`src/rtl/hazard_scoreboard_if.sv`:
```
// rtl/hazard_scoreboard_if.sv - ID-stage hazard request/response bundle for hazard_scoreboard
interface hazard_scoreboard_if #(
  parameter int REG_ADDR_SZ  = 5,
  parameter int STALL_CNT_SZ = 16
);
  logic                    i_halt;
  logic                    i_valid_D;
  logic                    i_branch_D;
  logic                    i_reg_write_D;
  logic                    i_mem_read_D;
  logic                    i_muldiv_D;
  logic                    i_use_rs_D;
  logic                    i_use_rt_D;
  logic [REG_ADDR_SZ-1:0]  i_instr_rs_D;
  logic [REG_ADDR_SZ-1:0]  i_instr_rt_D;
  logic [REG_ADDR_SZ-1:0]  i_instr_rd_D;
  logic                    o_stall_pc_HD;
  logic                    o_stall_if_id_HD;
  logic                    o_flush_id_ex_HD;
  logic [STALL_CNT_SZ-1:0] o_stall_count;

  modport master (
    output i_halt, i_valid_D, i_branch_D, i_reg_write_D, i_mem_read_D, i_muldiv_D,
           i_use_rs_D, i_use_rt_D, i_instr_rs_D, i_instr_rt_D, i_instr_rd_D,
    input  o_stall_pc_HD, o_stall_if_id_HD, o_flush_id_ex_HD, o_stall_count
  );

  modport slave (
    input  i_halt, i_valid_D, i_branch_D, i_reg_write_D, i_mem_read_D, i_muldiv_D,
           i_use_rs_D, i_use_rt_D, i_instr_rs_D, i_instr_rt_D, i_instr_rd_D,
    output o_stall_pc_HD, o_stall_if_id_HD, o_flush_id_ex_HD, o_stall_count
  );
endinterface

```
`src/rtl/hazard_scoreboard.sv`:
```
// rtl/hazard_scoreboard.sv - per-register countdown scoreboard driving ID-stage stalls
// Optional multi-cycle MUL/DIV tracking is compiled in with HAZARD_SB_MULDIV_EN.
module hazard_scoreboard #(
  parameter int REG_ADDR_SZ  = 5,
  parameter int LOAD_LAT     = 2,
  parameter int MUL_LAT      = 4,
  parameter int STALL_CNT_SZ = 16
) (
  input  logic              i_clk,
  input  logic              i_reset,
  hazard_scoreboard_if.slave hz
);
  localparam int NUM_REGS = 2 ** REG_ADDR_SZ;
  localparam int CNT_W    = $clog2(MUL_LAT + 1);
  localparam logic [CNT_W-1:0] ONE = CNT_W'(1);

  // cnt[r]: cycles until register r is forwardable into EX; entry 0 stays zero
  logic [CNT_W-1:0]        cnt [NUM_REGS];
  logic [STALL_CNT_SZ-1:0] stall_count;

  logic             muldiv;
  logic [CNT_W-1:0] lat;
  logic             rs_hit, rt_hit, waw, structural, stall, issue, rd_valid;

`ifdef HAZARD_SB_MULDIV_EN
  logic [CNT_W-1:0] busy_cnt;
  assign muldiv     = hz.i_muldiv_D;
  assign structural = muldiv && (busy_cnt > ONE);
`else
  assign muldiv     = hz.i_muldiv_D & 1'b0;
  assign structural = 1'b0;
`endif

  always_comb begin
    lat = ONE;
    if (muldiv)
      lat = CNT_W'(MUL_LAT);
    else if (hz.i_mem_read_D)
      lat = CNT_W'(LOAD_LAT);
  end

  // branches resolve in ID, so they need the value one cycle earlier than EX consumers
  always_comb begin
    rs_hit = 1'b0;
    rt_hit = 1'b0;
    if (hz.i_use_rs_D && (hz.i_instr_rs_D != '0))
      rs_hit = hz.i_branch_D ? (cnt[hz.i_instr_rs_D] != '0) : (cnt[hz.i_instr_rs_D] > ONE);
    if (hz.i_use_rt_D && (hz.i_instr_rt_D != '0))
      rt_hit = hz.i_branch_D ? (cnt[hz.i_instr_rt_D] != '0) : (cnt[hz.i_instr_rt_D] > ONE);
  end

  assign rd_valid = hz.i_reg_write_D && (hz.i_instr_rd_D != '0);
  assign waw      = rd_valid && (cnt[hz.i_instr_rd_D] > lat);
  assign stall    = hz.i_valid_D && (rs_hit || rt_hit || waw || structural);
  assign issue    = hz.i_valid_D && !stall && !hz.i_halt;

  assign hz.o_stall_pc_HD    = stall;
  assign hz.o_stall_if_id_HD = stall;
  assign hz.o_flush_id_ex_HD = stall;
  assign hz.o_stall_count    = stall_count;

  always_ff @(posedge i_clk or negedge i_reset) begin
    if (!i_reset) begin
      for (int r = 0; r < NUM_REGS; r++)
        cnt[r] <= '0;
      stall_count <= '0;
    end else if (!hz.i_halt) begin
      for (int r = 1; r < NUM_REGS; r++)
        if (cnt[r] != '0)
          cnt[r] <= cnt[r] - ONE;
      // a fresh producer overrides the decrement of the older one
      if (issue && rd_valid)
        cnt[hz.i_instr_rd_D] <= lat;
      if (stall && (stall_count != '1))
        stall_count <= stall_count + STALL_CNT_SZ'(1);
    end
  end

`ifdef HAZARD_SB_MULDIV_EN
  always_ff @(posedge i_clk or negedge i_reset) begin
    if (!i_reset)
      busy_cnt <= '0;
    else if (!hz.i_halt) begin
      if (issue && muldiv)
        busy_cnt <= CNT_W'(MUL_LAT);
      else if (busy_cnt != '0)
        busy_cnt <= busy_cnt - ONE;
    end
  end
`endif
endmodule
```
`src/flat_wrapper.sv`:
```
// flat-port wrapper written by rule: the top's interface ports become plain ports
module hazard_scoreboard_flat 
#(
  parameter int REG_ADDR_SZ  = 5,
  parameter int LOAD_LAT     = 2,
  parameter int MUL_LAT      = 4,
  parameter int STALL_CNT_SZ = 16
)
  (i_clk, i_reset, hz_i_halt, hz_i_valid_D, hz_i_branch_D, hz_i_reg_write_D, hz_i_mem_read_D, hz_i_muldiv_D, hz_i_use_rs_D, hz_i_use_rt_D, hz_i_instr_rs_D, hz_i_instr_rt_D, hz_i_instr_rd_D, hz_o_stall_pc_HD, hz_o_stall_if_id_HD, hz_o_flush_id_ex_HD, hz_o_stall_count);
  hazard_scoreboard_if #(.REG_ADDR_SZ(REG_ADDR_SZ), .STALL_CNT_SZ(STALL_CNT_SZ)) hz_i ();
  input  logic i_clk;
  input  logic i_reset;
  input wire logic [$bits(hz_i.i_halt)-1:0] hz_i_halt;
  input wire logic [$bits(hz_i.i_valid_D)-1:0] hz_i_valid_D;
  input wire logic [$bits(hz_i.i_branch_D)-1:0] hz_i_branch_D;
  input wire logic [$bits(hz_i.i_reg_write_D)-1:0] hz_i_reg_write_D;
  input wire logic [$bits(hz_i.i_mem_read_D)-1:0] hz_i_mem_read_D;
  input wire logic [$bits(hz_i.i_muldiv_D)-1:0] hz_i_muldiv_D;
  input wire logic [$bits(hz_i.i_use_rs_D)-1:0] hz_i_use_rs_D;
  input wire logic [$bits(hz_i.i_use_rt_D)-1:0] hz_i_use_rt_D;
  input wire logic [$bits(hz_i.i_instr_rs_D)-1:0] hz_i_instr_rs_D;
  input wire logic [$bits(hz_i.i_instr_rt_D)-1:0] hz_i_instr_rt_D;
  input wire logic [$bits(hz_i.i_instr_rd_D)-1:0] hz_i_instr_rd_D;
  output wire logic [$bits(hz_i.o_stall_pc_HD)-1:0] hz_o_stall_pc_HD;
  output wire logic [$bits(hz_i.o_stall_if_id_HD)-1:0] hz_o_stall_if_id_HD;
  output wire logic [$bits(hz_i.o_flush_id_ex_HD)-1:0] hz_o_flush_id_ex_HD;
  output wire logic [$bits(hz_i.o_stall_count)-1:0] hz_o_stall_count;
  assign hz_i.i_halt = hz_i_halt;
  assign hz_i.i_valid_D = hz_i_valid_D;
  assign hz_i.i_branch_D = hz_i_branch_D;
  assign hz_i.i_reg_write_D = hz_i_reg_write_D;
  assign hz_i.i_mem_read_D = hz_i_mem_read_D;
  assign hz_i.i_muldiv_D = hz_i_muldiv_D;
  assign hz_i.i_use_rs_D = hz_i_use_rs_D;
  assign hz_i.i_use_rt_D = hz_i_use_rt_D;
  assign hz_i.i_instr_rs_D = hz_i_instr_rs_D;
  assign hz_i.i_instr_rt_D = hz_i_instr_rt_D;
  assign hz_i.i_instr_rd_D = hz_i_instr_rd_D;
  assign hz_o_stall_pc_HD = hz_i.o_stall_pc_HD;
  assign hz_o_stall_if_id_HD = hz_i.o_stall_if_id_HD;
  assign hz_o_flush_id_ex_HD = hz_i.o_flush_id_ex_HD;
  assign hz_o_stall_count = hz_i.o_stall_count;
  hazard_scoreboard #(.REG_ADDR_SZ(REG_ADDR_SZ), .LOAD_LAT(LOAD_LAT), .MUL_LAT(MUL_LAT), .STALL_CNT_SZ(STALL_CNT_SZ)) u_core (.i_clk(i_clk), .i_reset(i_reset), .hz(hz_i));
endmodule
```
`config.mk`:
```
export PLATFORM = sky130hd
export DESIGN_NAME = hazard_scoreboard_flat
export DESIGN_NICKNAME = d
export VERILOG_FILES = /design/src/rtl/hazard_scoreboard_if.sv /design/src/rtl/hazard_scoreboard.sv /design/src/flat_wrapper.sv
export SDC_FILE = /design/constraint.sdc
export NUM_CORES = 1
export LEC_CHECK = 0
export ABC_AREA = 1
export CAP_MARGIN = 20
export CORE_MARGIN = 3
export CORE_UTILIZATION = 35
export CTS_BUF_LIST = sky130_fd_sc_hd__clkbuf_8
export CTS_CLUSTER_DIAMETER = 40
export CTS_CLUSTER_SIZE = 10
export DETAILED_ROUTE_END_ITERATION = 10
export GPL_TIMING_DRIVEN = 0
export PLACE_DENSITY = 0.62
export SYNTH_ARGS = -nofsm -noshare
export SYNTH_HDL_FRONTEND = slang
export SYNTH_SLANG_ARGS = --single-unit
```
`constraint.sdc`:
```
create_clock -name i_clk -period 11.7 [get_ports i_clk]
set_clock_uncertainty 0.2 [all_clocks]
set_input_delay 2.34 -clock i_clk [delete_from_list [all_inputs] [get_ports i_clk]]
set_output_delay 2.34 -clock i_clk [all_outputs]
set_load 0.02 [all_outputs]
```
==> run summary <==
The worst slack at placement came out at between 2 and 2.5 ns. The combinational family with the most area after synthesis is simple AND/OR/NAND/NOR gates. The post-CTS resize count is 0.

The number of synthesized register bits is ~110. The area enclosed by the die boundary came out at 31010 sq um. The hold path depth is 2.

TritonCTS built the clock tree. The count of cell types in the netlist is 36. STA classifies the critical path startpoint as an input pin. The number of buffers inserted by hold repair at cts came out at 0. The routed design could run at a clock period as short as 9.635 ns. The layout-stage area growth over the synthesis result is 11.07%. Setup repair after global routing left no endpoint under its margin.

In the synthesized netlist, the number of instances is 1522. The count of maximum capacitance violations came out at 0. The clock net in this run drives a total of approximately 110 sinks.

The via-per-instance ratio is 5.458. The count of synthesis-stage warnings from yosys came out at 0. The proportion of layout cells with a drive suffix above 1 came out at 6.084%.

The startpoint identified for the worst hold timing path is u_core.cnt[31]$_DFFE_PN0N_. The area inside the core boundary is 28160 sq um. The data required time at the worst endpoint came out at 9.16 ns. The mux share of post-synthesis cell area is 3.064%. Static timing analysis puts the maximum clock frequency at roughly 0.10 GHz. The xor and xnor fraction of the mapped netlist area is 6.573%. The min-delay analysis places its worst path in the category flop to flop. The actual transition at the worst max-transition pin came out at 0.9406 ns. The final number of setup-violating endpoints is 0. Summed over its instances, the top area cell type makes up 27.43% of the synthesized netlist area. The height of the die is 176.1 um. Of all cell types, the one taking the most synthesized area is dfrtp_1. After clock tree synthesis, the clock-pin slew on the worst setup and hold paths is about 0.11 ns. The worst setup slack after layout is between 2 and 2.5 ns.

The worst-case reg-to-reg path depth is 18. The total number of nets in the final design is 1663. Averaged over all synthesized cells, the footprint is around 6.7 sq um. The worst supply voltage drop on vdd is 107.2 uV. The flow ran to the end, and the final reports show no timing, DRC or antenna violations. The pin count of the biggest net entering global routing came out at 73. The number of remaining DRC errors is 0. The compound-gate portion of the synthesized area is 6.733%. The number of hold violations in the final report came out at 0. The area of the mapped netlist came out at between 10000 and 15000 sq um. The number of antenna violations at the first check in global routing came to 0. The count of antenna-violating nets left after detailed routing is 0.

The power density over the cells came out at 224.7 nW/um^2. The count of buffers from port buffering came out at 38. The number of global-route vias before repair is 9998. The critical path starts at hz_i_instr_rd_D[0].

Of the total synthesized cell area, the portion taken by AND, OR, NAND and NOR gates is about two fifths. The wire length of the first global-routing pass came out at 58390 um. The clock buffer count from CTS is 9. The endpoint kind of the worst setup timing path is an output pin.

The post-synth net total is 1612. Of the total synthesized cell area, the portion taken by full adders, half adders and majority gates is 8.031%. The average detailed-routed wire length per instance is 19.31 um. The max-slew violation count is 0. The total number of H-tree levels is 3. The post-CTS setup repair buffer count came out at 0. The number of antenna diodes in the final layout is 0. The number of rows in the core area is 61.

The half-perimeter wire length of the detailed placement result came out at between 20000 and 30000 um. The largest driver fanout on the critical path came out at 10. The static leakage came out at 5.913 nW. At the end of routability-driven placement, the weighted congestion stood at 1.006. In this run the register-to-register setup slack is 8.14 ns. Counting along the longest clock path gives a buffer depth of 2. The floorplan die width is 176.1 um.

The clock latency on the worst-skew pair came out at ~0.43 ns. In the post-synthesis netlist, the biggest area contributors are dfrtp_1 27%, nand2_1 20%, ha_1 8.0%. The routed design has 37760 um of wire. In the finished design, the share of the clock period the worst path needs comes to 82.35%. The length of the first detailed-routing pass in iterations came out at 7.

The count of cells in the finished layout, fillers not included, comes to 1956. For this run, the register share of the synthesized area comes to 27.43%. For hold timing, the worst endpoint is u_core.cnt[31]$_DFFE_PN0N_. The worst reg2reg path startpoint is u_core.cnt[52]$_DFFE_PN0N_. For the worst setup path, the data arrival time is between 7 and 8 ns.

The layout has 2973 filler cells. The number of DRC markers in iteration 0 is ~1.2k. The all-layer global routing usage is 24.24%. Once placement completed, the tool counted placed cells totaling 1940. The residual overflow from global routing is 0. The relative slew slack is 37.29%. In this run the count of I/O pins placed on the die edge is between 40 and 50. The critical path in this run is classified as input pin to output pin. Setup total negative slack on the finished layout was measured at 0 ns. Once the floorplan was initialized, standard cells occupied 35.96% of the core. The number of vias in the routed layout came out at 10.68k. The tree is rooted in a clkbuf_8.

The end of the worst register-to-register path is u_core.cnt[21]$_DFFE_PN0N_.
==> sequential cells by signal, indices dropped and copies added, names as in the netlist <==
signal and count:
u_core.hz.o_stall_count 16, u_core.cnt 95
==> kinds of logic after synthesis <==
| logic type | after synthesis |
|---|---|
| mux | 31 |
| buf+inv | 239 |
| xor+xnor | 76 |
| compound gates | 122 |
| flops | 111 |
| fa+ha+maj | 65 |
| simple gates | 878 |
==> worst max path at each step <==
stage / end / slack (ns) / cells past startpoint
2_1_floorplan: hz_o_stall_if_id_HD / 4.41 / 18
3_3_place_gp: hz_o_stall_pc_HD / 2.18 / 19
3_5_place_dp: hz_o_stall_pc_HD / 2.20 / 19
4_1_cts: hz_o_stall_pc_HD / 2.18 / 19
5_1_grt: hz_o_stall_pc_HD / 1.96 / 19
6_report: hz_o_stall_pc_HD / 2.06 / 19
==> cell usage after synthesis, drive strengths merged <==
| cell | count |
|---|---|
| nand2 | 537 |
| nand3 | 182 |
| inv | 162 |
| dfrtp | 111 |
| nor2 | 75 |
| nand4 | 69 |
| ha | 65 |
| xor2 | 65 |
| o21ai | 57 |
| buf | 39 |
| clkbuf | 37 |
| mux2i | 31 |
| o22ai | 31 |
| a21oi | 21 |
| nor3 | 11 |
| o211ai | 11 |
| xnor2 | 11 |
| a211oi | 1 |
| a21boi | 1 |
| clkinv | 1 |
| nand3b | 1 |
| nor3b | 1 |
| nor4 | 1 |
| or2 | 1 |
==> cell usage in the layout (no fill, tap or decap), types with 21 or more instances in the layout <==
master	count
o21ai_0	52
dfrtp_1	111
o22ai_1	31
clkbuf_1	37
ha_1	65
nand4_1	69
inv_1	155
nand3_2	26
a21oi_1	21
xor2_1	65
nand2_1	533
nor2_1	71
nand3_1	156
mux2i_1	31
buf_2	25
clkdlybuf4s50_1	37
==> power breakdown <==
part           switching [mW]  internal (mW)  leakage, nW
Sequential              0.186          0.553         1.39
Clock                   0.170          0.108        0.116
Combinational           0.917          0.593         4.41
==> critical path, cell delays in order <==
cell             delay [ns]
clkdlybuf4s50_1        0.58
nand2_1                0.33
buf_4                  0.28
clkbuf_1               0.73
o22ai_1                0.17
o21ai_0                0.46
nand4_1                0.13
or2_2                  0.29
ha_1                   0.29
inv_1                  0.06
nor2_1                 0.03
o21ai_0                0.16
nand2_1                0.07
nand2_1                0.09
nand2_2                0.09
nor2_8                 0.22
nor2_4                 0.08
buf_4                  0.14
clkdlybuf4s50_1        0.53
==> per-layer routing <==
metal / up-vias / global-route usage, % / wire length, um
met2: 494 / 37.65 / 16410
met3: 88 / 3.871 / 3100
li1: 5040 / - / -
met1: 5053 / 34.36 / 17020
met5: - / 0 / 0
met4: 0 / 8.017 / 1226
==> stage by stage <==
stage	hold slack, ns	utilization, %	total power, mW	area, sq um
detailed placement	0.2658	39.11	2.229	11010
finish	0.2887	39.94	2.527	11250
global placement	0.2597	38.99	2.189	10980
global route	0.3268	39.94	2.799	11250
CTS	0.2955	39.94	2.513	11250
floorplan	0.2459	-	1.861	10130
==> final cells by class <==
cell class                 count  area, sq um  area share (%)
buffer                        76        367.9           3.270
multi-input combinational   1172         6367           56.61
clock buffer                   9        123.9           1.101
timing repair buffer          40        414.1           3.682
inverter                     163        614.3           5.462
clock inverter                 7        110.1          0.9789
tap                          378        473.0           4.205
sequential                   111         2778           24.69
Note: power is estimated with default switching activity, not from simulation.
